**src/rtl/teclado_pkg.sv**
```systemverilog
// rtl/teclado_pkg.sv - shared types, constants and key-code lookup for the keypad scanner
package teclado_pkg;

    typedef enum logic [1:0] {
        ST_SCAN     = 2'd0,
        ST_DEBOUNCE = 2'd1,
        ST_HELD     = 2'd2,
        ST_RELEASE  = 2'd3
    } state_t;

    localparam logic [6:0] DEL = 7'h7F;
    localparam logic [6:0] CR  = 7'h0D;

    // Legend of the standard 4x4 telephone-style keypad, index = row*4+col
    function automatic logic [6:0] key_ascii(input logic [31:0] idx);
        logic [6:0] code;
        case (idx)
            32'd0:   code = 7'h31;
            32'd1:   code = 7'h32;
            32'd2:   code = 7'h33;
            32'd3:   code = 7'h41;
            32'd4:   code = 7'h34;
            32'd5:   code = 7'h35;
            32'd6:   code = 7'h36;
            32'd7:   code = 7'h42;
            32'd8:   code = 7'h37;
            32'd9:   code = 7'h38;
            32'd10:  code = 7'h39;
            32'd11:  code = 7'h43;
            32'd12:  code = DEL;
            32'd13:  code = 7'h30;
            32'd14:  code = CR;
            32'd15:  code = 7'h44;
            default: code = 7'h00;
        endcase
        return code;
    endfunction

endpackage

```
**src/rtl/teclado_if.sv**
```systemverilog
// rtl/teclado_if.sv - key-event output stream with valid/ready handshake
interface teclado_if #(
    parameter int IDX_W = 4
) ();
    logic             key_valid;
    logic             key_ready;
    logic [IDX_W-1:0] key_index;
    logic [6:0]       ascii;

    modport master (output key_valid, output key_index, output ascii, input key_ready);
    modport slave  (input key_valid, input key_index, input ascii, output key_ready);
endinterface

```
**src/rtl/teclado_fifo.sv**
```systemverilog
// rtl/teclado_fifo.sv - small key-event buffer with valid/ready pop
module teclado_fifo #(
    parameter int WIDTH = 11,
    parameter int DEPTH = 4
) (
    input  logic             clk,
    input  logic             rst,
    input  logic             i_push,
    input  logic [WIDTH-1:0] i_push_data,
    output logic             o_valid,
    input  logic             i_ready,
    output logic [WIDTH-1:0] o_data,
    output logic             o_full,
    output logic             o_empty
);
    localparam int AW = $clog2(DEPTH);

    logic [WIDTH-1:0] r_mem [DEPTH];
    logic [AW-1:0]    r_wr_ptr;
    logic [AW-1:0]    r_rd_ptr;
    logic [AW:0]      r_count;
    logic             w_pop;
    logic             w_wr;

    assign o_empty = (r_count == '0);
    assign o_full  = (r_count == (AW+1)'(DEPTH));
    assign o_valid = !o_empty;
    assign o_data  = o_empty ? '0 : r_mem[r_rd_ptr];
    assign w_pop   = o_valid && i_ready;
    // A pop frees the head slot in the same cycle, so a full buffer still takes a push
    assign w_wr    = i_push && (!o_full || w_pop);

    // Pointer and occupancy bookkeeping
    always_ff @(posedge clk or posedge rst) begin
        if (rst) begin
            r_wr_ptr <= '0;
            r_rd_ptr <= '0;
            r_count  <= '0;
        end else begin
            if (w_wr)  r_wr_ptr <= r_wr_ptr + 1'b1;
            if (w_pop) r_rd_ptr <= r_rd_ptr + 1'b1;
            if (w_wr && !w_pop)      r_count <= r_count + 1'b1;
            else if (!w_wr && w_pop) r_count <= r_count - 1'b1;
        end
    end

    // Storage array; contents are never observed while empty, so no reset
    always_ff @(posedge clk) begin
        if (w_wr) r_mem[r_wr_ptr] <= i_push_data;
    end

endmodule

```
**src/rtl/teclado_scan.sv**
```systemverilog
// rtl/teclado_scan.sv - row-scanning matrix keypad decoder with debounce and event buffer
module teclado_scan
    import teclado_pkg::*;
#(
    parameter int ROWS       = 4,
    parameter int COLS       = 4,
    parameter int SCAN_DIV   = 16,
    parameter int DEBOUNCE   = 4,
    parameter int FIFO_DEPTH = 4
) (
    input  logic            clk_Teclado,
    input  logic            rst,
    output logic [ROWS-1:0] Fila,
    input  logic [COLS-1:0] Columna,
    teclado_if.master       key_bus,
    output logic            key_held,
    output logic            overflow
);
    localparam int IDX_W = $clog2(ROWS*COLS);
    localparam int ROW_W = $clog2(ROWS);
    localparam int COL_W = $clog2(COLS);
    localparam int DIV_W = $clog2(SCAN_DIV);
    localparam int CNT_W = $clog2(DEBOUNCE+1);

    logic [DIV_W-1:0] r_div;
    logic [ROW_W-1:0] r_row;
    state_t           r_state, w_next_state;
    logic [ROW_W-1:0] r_lat_row, w_next_row;
    logic [COL_W-1:0] r_lat_col, w_next_col;
    logic [CNT_W-1:0] r_cnt, w_next_cnt, w_cnt_inc;
    logic             r_overflow;
    logic             w_sample, w_hit, w_row_match, w_bit, w_push, w_pop, w_full, w_empty;
    logic [COL_W-1:0] w_col;
    logic [IDX_W-1:0] w_push_index;
    logic [6:0]       w_push_ascii;

    assign w_sample    = (r_div == DIV_W'(SCAN_DIV-1));
    assign Fila        = ROWS'(1) << r_row;
    assign w_hit       = ($countones(Columna) == 1);
    assign w_row_match = w_sample && (r_row == r_lat_row);
    assign w_bit       = Columna[r_lat_col];
    assign w_cnt_inc   = r_cnt + CNT_W'(1);
    assign key_held    = (r_state == ST_HELD) || (r_state == ST_RELEASE);
    assign overflow    = r_overflow;
    assign w_pop       = key_bus.key_valid && key_bus.key_ready;

    // The index of a pushed key always comes from the latched position (or the one being latched)
    assign w_push_index = IDX_W'(32'(w_next_row) * COLS + 32'(w_next_col));
    assign w_push_ascii = key_ascii(32'(w_push_index));

    // Column encoder; only meaningful when exactly one bit is set
    always_comb begin
        w_col = '0;
        for (int i = 0; i < COLS; i++) begin
            if (Columna[i]) w_col = COL_W'(i);
        end
    end

    // Row dwell counter and row rotation
    always_ff @(posedge clk_Teclado or posedge rst) begin
        if (rst) begin
            r_div <= '0;
            r_row <= '0;
        end else if (w_sample) begin
            r_div <= '0;
            r_row <= (r_row == ROW_W'(ROWS-1)) ? '0 : r_row + 1'b1;
        end else begin
            r_div <= r_div + 1'b1;
        end
    end

    // Debounce FSM state registers
    always_ff @(posedge clk_Teclado or posedge rst) begin
        if (rst) begin
            r_state   <= ST_SCAN;
            r_lat_row <= '0;
            r_lat_col <= '0;
            r_cnt     <= '0;
        end else begin
            r_state   <= w_next_state;
            r_lat_row <= w_next_row;
            r_lat_col <= w_next_col;
            r_cnt     <= w_next_cnt;
        end
    end

    // Debounce FSM next state; only samples of the latched row matter once a key is tracked
    always_comb begin
        w_next_state = r_state;
        w_next_row   = r_lat_row;
        w_next_col   = r_lat_col;
        w_next_cnt   = r_cnt;
        w_push       = 1'b0;
        case (r_state)
            ST_SCAN: begin
                if (w_sample && w_hit) begin
                    w_next_row = r_row;
                    w_next_col = w_col;
                    w_next_cnt = CNT_W'(1);
                    if (DEBOUNCE == 1) begin
                        w_push       = 1'b1;
                        w_next_state = ST_HELD;
                    end else begin
                        w_next_state = ST_DEBOUNCE;
                    end
                end
            end
            ST_DEBOUNCE: begin
                if (w_row_match) begin
                    if (w_hit && (w_col == r_lat_col)) begin
                        w_next_cnt = w_cnt_inc;
                        if (w_cnt_inc == CNT_W'(DEBOUNCE)) begin
                            w_push       = 1'b1;
                            w_next_state = ST_HELD;
                        end
                    end else begin
                        w_next_cnt   = '0;
                        w_next_state = ST_SCAN;
                    end
                end
            end
            ST_HELD: begin
                if (w_row_match && !w_bit) begin
                    if (DEBOUNCE == 1) begin
                        w_next_cnt   = '0;
                        w_next_state = ST_SCAN;
                    end else begin
                        w_next_cnt   = CNT_W'(1);
                        w_next_state = ST_RELEASE;
                    end
                end
            end
            ST_RELEASE: begin
                if (w_row_match) begin
                    if (w_bit) begin
                        w_next_cnt   = '0;
                        w_next_state = ST_HELD;
                    end else if (w_cnt_inc == CNT_W'(DEBOUNCE)) begin
                        w_next_cnt   = '0;
                        w_next_state = ST_SCAN;
                    end else begin
                        w_next_cnt = w_cnt_inc;
                    end
                end
            end
            default: w_next_state = ST_SCAN;
        endcase
    end

    // Sticky flag for events lost to a full buffer
    always_ff @(posedge clk_Teclado or posedge rst) begin
        if (rst)                               r_overflow <= 1'b0;
        else if (w_push && w_full && !w_pop)   r_overflow <= 1'b1;
    end

    teclado_fifo #(
        .WIDTH (IDX_W + 7),
        .DEPTH (FIFO_DEPTH)
    ) u_fifo (
        .clk         (clk_Teclado),
        .rst         (rst),
        .i_push      (w_push),
        .i_push_data ({w_push_index, w_push_ascii}),
        .o_valid     (key_bus.key_valid),
        .i_ready     (key_bus.key_ready),
        .o_data      ({key_bus.key_index, key_bus.ascii}),
        .o_full      (w_full),
        .o_empty     (w_empty)
    );

endmodule

```
**src/flat_wrapper.sv**
```systemverilog
// flat-port wrapper written by rule: the top's interface ports become plain ports
module teclado_scan_flat import teclado_pkg::*;
#(
    parameter int ROWS       = 4,
    parameter int COLS       = 4,
    parameter int SCAN_DIV   = 16,
    parameter int DEBOUNCE   = 4,
    parameter int FIFO_DEPTH = 4
)
  (clk_Teclado, rst, Fila, Columna, key_held, overflow, key_bus_key_valid, key_bus_key_index, key_bus_ascii, key_bus_key_ready);
  teclado_if #(.IDX_W(4)) key_bus_i ();
  input  logic clk_Teclado;
  input  logic rst;
  output logic [ROWS-1:0] Fila;
  input  logic [COLS-1:0] Columna;
  output logic key_held;
  output logic overflow;
  output wire logic [$bits(key_bus_i.key_valid)-1:0] key_bus_key_valid;
  output wire logic [$bits(key_bus_i.key_index)-1:0] key_bus_key_index;
  output wire logic [$bits(key_bus_i.ascii)-1:0] key_bus_ascii;
  input wire logic [$bits(key_bus_i.key_ready)-1:0] key_bus_key_ready;
  assign key_bus_key_valid = key_bus_i.key_valid;
  assign key_bus_key_index = key_bus_i.key_index;
  assign key_bus_ascii = key_bus_i.ascii;
  assign key_bus_i.key_ready = key_bus_key_ready;
  teclado_scan #(.ROWS(ROWS), .COLS(COLS), .SCAN_DIV(SCAN_DIV), .DEBOUNCE(DEBOUNCE), .FIFO_DEPTH(FIFO_DEPTH)) u_core (.clk_Teclado(clk_Teclado), .rst(rst), .Fila(Fila), .Columna(Columna), .key_bus(key_bus_i), .key_held(key_held), .overflow(overflow));
endmodule
```
**config.mk**
```make
export PLATFORM = sky130hd
export DESIGN_NAME = teclado_scan_flat
export DESIGN_NICKNAME = d
export VERILOG_FILES = /design/src/rtl/teclado_pkg.sv /design/src/rtl/teclado_if.sv /design/src/rtl/teclado_fifo.sv /design/src/rtl/teclado_scan.sv /design/src/flat_wrapper.sv
export SDC_FILE = /design/constraint.sdc
export NUM_CORES = 1
export LEC_CHECK = 0
export CORE_MARGIN = 5
export CORE_UTILIZATION = 40
export CTS_CLUSTER_DIAMETER = 40
export DETAILED_ROUTE_END_ITERATION = 8
export PLACE_DENSITY_LB_ADDON = 0.12
export SETUP_SLACK_MARGIN = 0.02
export SYNTH_ARGS = -nofsm -noshare
export SYNTH_HDL_FRONTEND = slang
export SYNTH_SLANG_ARGS = --single-unit
```
**constraint.sdc**
```tcl
create_clock -name clk_Teclado -period 3.22 [get_ports clk_Teclado]
set_input_delay 0.966 -clock clk_Teclado [delete_from_list [all_inputs] [get_ports clk_Teclado]]
set_output_delay 0.966 -clock clk_Teclado [all_outputs]
set_load 0.005 [all_outputs]
```
==> results of run 1 <==
-- cell usage in the layout, fill, tap and decap left out, types with 9 or more instances in the layout --
master / count
edfxtp_1: 40
buf_4: 31
dfrtp_1: 23
clkdlybuf4s50_1: 20
ha_1: 16
buf_6: 14
mux4_2: 11
and2_1: 10
nand2_1: 9
clkbuf_8: 9
-- state kept, by name, summed over array words and instances, names as in the netlist --
name,count
u_core.u_fifo.r_count,3
u_core.u_fifo.r_mem,40
u_core.u_fifo.r_rd_ptr,2
u_core.r_lat_row,2
u_core.overflow,1
u_core.r_state,2
u_core.r_row,2
u_core.r_lat_col,2
u_core.r_cnt,3
u_core.r_div,4
u_core.u_fifo.r_wr_ptr,2
-- metrics by stage --
| step | cells | util | instance area (µm²) | worst slack (ns) |
|---|---|---|---|---|
| CTS | 410 | 0.552 | 4290 | -0.310 |
| floorplan | 232 | - | 3340 | -0.561 |
| global route | 411 | 0.558 | 4330 | -0.432 |
| detailed placement | 376 | 0.497 | 3860 | -1.30 |
| global placement | 376 | 0.497 | 3860 | -1.22 |
| finish | 411 | 0.558 | 4330 | -0.304 |
-- worst paths after layout --
check | endpoint | slack (ns) | depth (start not counted)
max reg2reg | u_core.u_fifo.r_mem[2][2] | 0.72 | 10
max in group asynchronous | u_core.r_lat_row[0] | 1.99 | 3
min | u_core.u_fifo.r_count[2] | 0.48 | 1
max | u_core.u_fifo.r_mem[2][2] | -0.30 | 14
min reg2reg | u_core.u_fifo.r_count[2] | 0.48 | 1
min in group asynchronous | u_core.u_fifo.r_count[1] | 0.98 | 3
-- layout make-up --
type,instances,area share
Timing Repair Buffer,66,0.140
Clock inverter,6,0.0142
Inverter,16,0.0185
Multi-Input combinational cell,148,0.358
Clock buffer,10,0.0295
Sequential cell,63,0.410
Tap cell,102,0.0295
-- where the power goes --
group / internal, µW / total [µW] / switching [µW]
logic: 266 / 506 / 240
registers: 933 / 983 / 49.9
clock network: 355 / 667 / 312
-- cell families (layout without fill, tap and decap cells) --
kind of cell	count (synthesis)	in the layout	synth area share
adder cells (fa/ha/maj)	23	23	0.0946
buffers and inverters	25	98	0.0344
XOR/XNOR	11	11	0.0301
AND/OR/NAND/NOR	60	64	0.114
flip-flops	63	63	0.555
AO/OA/AOI/OAI	31	31	0.0661
multiplexers	19	19	0.105
-- layer usage --
| layer | part of all wire | wire length [µm] |
|---|---|---|
| met5 | 0 | 0 |
| met3 | 0.041 | 268 |
| met4 | 0.015 | 102 |
| met1 | 0.45 | 2960 |
| met2 | 0.50 | 3280 |
-- synthesized netlist by cell type, drive strengths merged, types with 2 or more instances --
master   n
nor4b    3
buf      6
nor2     5
or3      4
o22ai    3
ha      21
and2    14
nor3     3
a21oi    4
xor2     6
fa       2
clkbuf   3
dfrtp   23
edfxtp  40
o21ai   10
mux2i    4
nand2   10
o31ai    3
nand3    9
mux2     4
inv     16
nor2b    4
mux4    11
xnor2    5
o211ai   3
-- worst reg2reg max path: cells and delay by family (launching register included) --
family / cells / cell delay [ns]
buf+inv: 2 / 0.17
compound gates: 3 / 0.52
fa+ha+maj: 2 / 0.46
mux: 1 / 0.27
flops: 1 / 0.40
simple gates: 2 / 0.43
-- what timing repair did --
item                                   4_1_cts  5_1_grt
setup buffers                               15        2
gates resized for setup                     51       10
setup endpoints to repair                   94       89
pin swaps                                   18        8
cloned                                       4        0
endpoints found under the hold margin        0        0
==> results by group, run 1 <==
Status
  • Status: finished, violations left
  • Failing checks: negative setup slack

Routing
  • Antenna Violating Nets Remaining: 0
  • Avg WL per Cell: 16.1 µm
  • DRC viols: 0
  • DR vias/cell: 4.95
  • Detailed Route Iter0 Violations: 64
  • Via Count: 2033
  • Routed wire length: 6600 µm
  • Initial DRT Pass Iterations: 4

STA
  • Final worst setup slack: -0.304 ns
  • Hold_ws: 0.484 ns
  • Relative slew slack: 0.398
  • TNS Setup: -6.69 ns
  • RSZ-0062 raised after global routing: true
  • Fmax: 284 MHz
  • Tcrit/Tclk final: 1.09
  • Clock Skew: 0.0118 ns
  • Final setup vio count: 35
  • Fin crit period: 3.52 ns
  • Slew Limit Fails: 0
  • Final Hold Viols: 0
  • Slew @ Worst Pin: 0.890 ns

Layout
  • Area grow syn2layout: 35.4%
  • Multi-input gate area: 1550 µm²
  • Final Net Count: 334
  • ANT cells: 0
  • Reg area: 1780 µm²
  • Layout cells sized above 1: 0.398
  • FILL cells: 655

Power and ir drop
  • LEAKAGE: 0.00176 µW
  • VDD IR max: 225 µV
  • Pwr Total: 2160 µW
  • Pwr dens: 498 nW/µm²

Floorplan
  • Die Y: 99.4 µm
  • Chip width: 99.4 µm
  • Core Region: 7770 µm²
  • Initial Util: 0.412
  • Site Rows: 32
  • Full die area: 9890 µm²
  • I/O pins: 25

Setup path
  • Crit Path Category: input port to flop
  • CP startpoint kind: input port
  • Slowest CP cell: fa_1
  • CP arrival: 3.61 ns
  • R2R Path Start: u_core.r_div[0]
  • Worst Setup SP: Columna[2]
  • Crit path capture type: flop
  • CP bufs+invs: 4
  • Top Family by Delay on Critical Path: adder cells
  • WP data required: 3.31 ns
  • Crit-path cells: buf_6 > inv_4 > ha_4 > ha_4 > fa_1 > nor4b_2 > nor3b_4 > buf_6 > mux2i_4 > ha_4 > inv_4 > o211ai_1 > o21ai_1 > a32o_2
  • Crit-path max cell delay: 0.45 ns
  • CP Max Fanout: 4
  • Most used cell along the critical path: ha_4

Clock network
  • Clock Latency Late Sink: 0.34 ns
  • Clock tree from TritonCTS: built
  • H-tree Lvls: 3
  • Sink Count: 63
  • Cts hold-fix bufs: 0
  • CTS Root Cell: clkbuf_8
  • CTS max path bufs: 2
  • Clock-pin slew on the worst setup and hold paths: 0.07 ns
  • CTS Buf Count: 9

Global route
  • Grt met1 use: 0.186
  • First-pass GRT wire length: 11200 µm
  • Pin count of the biggest net entering global routing: 24
  • GRT Total Usage: 0.148
  • Met2 Use GR: 0.243
  • Antenna violations before repair: 0
  • Overflow after GRT: 0
  • Vias in the first global route: 2128
  • GRT met3 Usage: 0.0449
  • Global route hottest layer: met2

Yosys
  • Mapped Avg Cell Area: 13.8 µm²
  • Post-synth EDFFs: 40
  • Synth warn: 0
  • Post-synth top area cell: edfxtp_1
  • Netlist cell types: 50
  • Post-synth design cell area: 3200 µm²
  • Sequential area share after synthesis: 0.555
  • Synth top area share: 0.375
  • Async set-reset flop share out of synthesis: 0.365
  • Synth top area cells: edfxtp_1, dfrtp_1, ha_1
  • Yosys reg bits: 63
  • Main synth FF type: edfxtp_1
  • Cell count after synthesis: 232
  • Syn Nets: 262

Min path
  • Hold Startpoint: u_core.u_fifo.r_count[2]
  • Tightest Hold Check Type: flop to flop

Flow run
  • Max_cap viols: 0

Place
  • Final Wtd Congestion: 0.747
  • Port bufs: 24
  • Dpl hpwl: 4160 µm
No activity file was read; power rests on OpenSTA's default activity.
==> run 2, diff against run 1 <==
- CAP_MARGIN: unset -> 20
- clock period: 3.22 -> 4.3 ns (I/O delays scaled with it)
==> run 2 against run 1 <==
Sequential power decreased by 25%; worst setup slack gained 0.46 ns; the run now ends clean; total power is 31% lower; die area unchanged; combinational power decreased by 47%; largest power group unchanged; routed wire length shrank 10%; sequential share of layout area increased by 3.0 points; worst hold slack better by 0.0013 ns.
==> results by group, run 2 (same netlist as run 1, synthesis figures left out) <==
STA
  • Final Hold Viols: 0
  • TNS Setup: 0 ns
  • Relative slew slack: 0.504
  • Fmax: 241 MHz
  • Slew Limit Fails: 0
  • RSZ-0062 raised after global routing: false
  • Fin crit period: 4.15 ns
  • Clock Skew: 0.0156 ns
  • Hold_ws: 0.485 ns
  • Slew @ Worst Pin: 0.744 ns
  • Tcrit/Tclk final: 0.964
  • Final worst setup slack: 0.153 ns
  • Final setup vio count: 0

Layout
  • Max reg flops: 40
  • Final Net Count: 321
  • Final std cells w/o fill: 398
  • Commonest non-fill, non-tap cell in the layout: edfxtp_1
  • Biggest regs: u_core.u_fifo.r_mem: 40 flops, u_core.r_div: 4 flops
  • Layout cells sized above 1: 0.267
  • Leading cell types in the layout, fill and taps excluded: edfxtp_1, buf_4, dfrtp_1, clkdlybuf4s50_1, ha_1
  • Reg with most FFs: u_core.u_fifo.r_mem
  • ANT cells: 0
  • Area grow syn2layout: 26.2%
  • FILL cells: 670

Routing
  • DRC viols: 0
  • Detailed Route Iter0 Violations: 70
  • Antenna Violating Nets Remaining: 0
  • Avg WL per Cell: 14.9 µm
  • DR vias/cell: 4.98
  • Initial DRT Pass Iterations: 4
  • Routed wire length: 5920 µm
  • Via Count: 1984

Global route
  • Antenna violations before repair: 0
  • Overflow after GRT: 0
  • Pin count of the biggest net entering global routing: 24
  • GRT Total Usage: 0.134
  • Vias in the first global route: 2103
  • First-pass GRT wire length: 10200 µm

Setup path
  • CP arrival: 4.36 ns
  • Crit-path cells: dlygate4sd2_1 > inv_1 > ha_1 > ha_2 > fa_1 > nor4b_2 > nor3b_4 > buf_4 > mux2i_2 > inv_1 > ha_2 > o31ai_1 > buf_4
  • Crit-path max cell delay: 0.46 ns
  • Top Family by Delay on Critical Path: adder cells
  • CP bufs+invs: 5
  • CP Max Fanout: 4
  • CP startpoint kind: input port
  • Crit path capture type: flop
  • Crit Path Category: input port to flop
  • Slowest CP cell: fa_1
  • WP data required: 4.51 ns

Min path
  • Tightest Hold Check Type: flop to flop

Floorplan
  • Core Region: 7770 µm²
  • Initial Util: 0.412
  • Site Rows: 32
  • Die Y: 99.4 µm
  • I/O pins: 25
  • Full die area: 9890 µm²
  • Chip width: 99.4 µm

Power and ir drop
  • Pwr Total: 1490 µW
  • Pwr dens: 369 nW/µm²
  • VDD IR max: 158 µV
  • LEAKAGE: 0.00166 µW

Clock network
  • Sink Count: 63
  • Clock-pin slew on the worst setup and hold paths: 0.07 ns
  • CTS max path bufs: 2
  • CTS Buf Count: 9
  • Clock tree from TritonCTS: built
  • CTS Root Cell: clkbuf_8
  • Clock Latency Late Sink: 0.34 ns
  • H-tree Lvls: 3
  • Cts hold-fix bufs: 0

Place
  • Worst slack at placement: -0.479 ns
  • Dpl hpwl: 4170 µm
  • Placed cells: 380
  • Port bufs: 24
  • Final Wtd Congestion: 0.794

Status
  • Status: finished, final reports clean

Flow run
  • Max_cap viols: 0
==> run 2: cell types whose count changed in the layout (fill, tap and decap cells not counted), moves of 5 or more <==
cell    previous run  this run
and2_4             8         0
buf_6             14         0
ha_4               5         0
inv_1              8        14
==> run 2: routing by layer <==
metal / up-vias / track usage / wire length, µm
li1: 971 / - / -
met1: 962 / 0.164 / 2680
met2: 38 / 0.228 / 2890
met3: 13 / 0.0351 / 205
met4: 0 / 0.0494 / 142
met5: - / 0 / 0
==> run 2: worst paths after layout <==
kind | cells after the start | slack [ns] | to | startpoint
min reg2reg | 1 | 0.49 | u_core.r_div[0] | u_core.r_div[0]
max | 13 | 0.15 | u_core.u_fifo.r_mem[1][6] | Columna[2]
min in group asynchronous | 2 | 1.25 | u_core.r_cnt[1] | rst
max in group asynchronous | 3 | 2.58 | u_core.u_fifo.r_count[0] | rst
max reg2reg | 9 | 1.78 | u_core.u_fifo.r_mem[1][6] | u_core.r_div[0]
min | 1 | 0.49 | u_core.r_div[0] | u_core.r_div[0]
==> run 2: final cells by class <==
class	count	area, µm²	area share
clock buffers	11	131	0.0325
clock inverters	5	51.3	0.0127
inverters	16	60.1	0.0149
multi-input cells	144	1350	0.335
flip-flops and latches	63	1780	0.440
well taps	102	128	0.0316
repair buffers	57	541	0.134
==> run 2: where the power goes <==
group / internal, µW / switching [µW]
clock network: 264 / 225
registers: 699 / 35.3
logic: 133 / 134
==> run 2: metrics by stage <==
stage / utilization / area, µm²
floorplan: - / 3210
global placement: 0.490 / 3810
CTS: 0.515 / 4000
detailed placement: 0.490 / 3810
finish: 0.520 / 4040
global route: 0.520 / 4040
==> run 2: repair_timing <==
action                                 CTS  global route
setup endpoints to repair               26            24
setup buffers                            1             1
gates resized for setup                  9             4
gates cloned                             0             0
endpoints found under the hold margin    0             0
pin swaps                                8             1
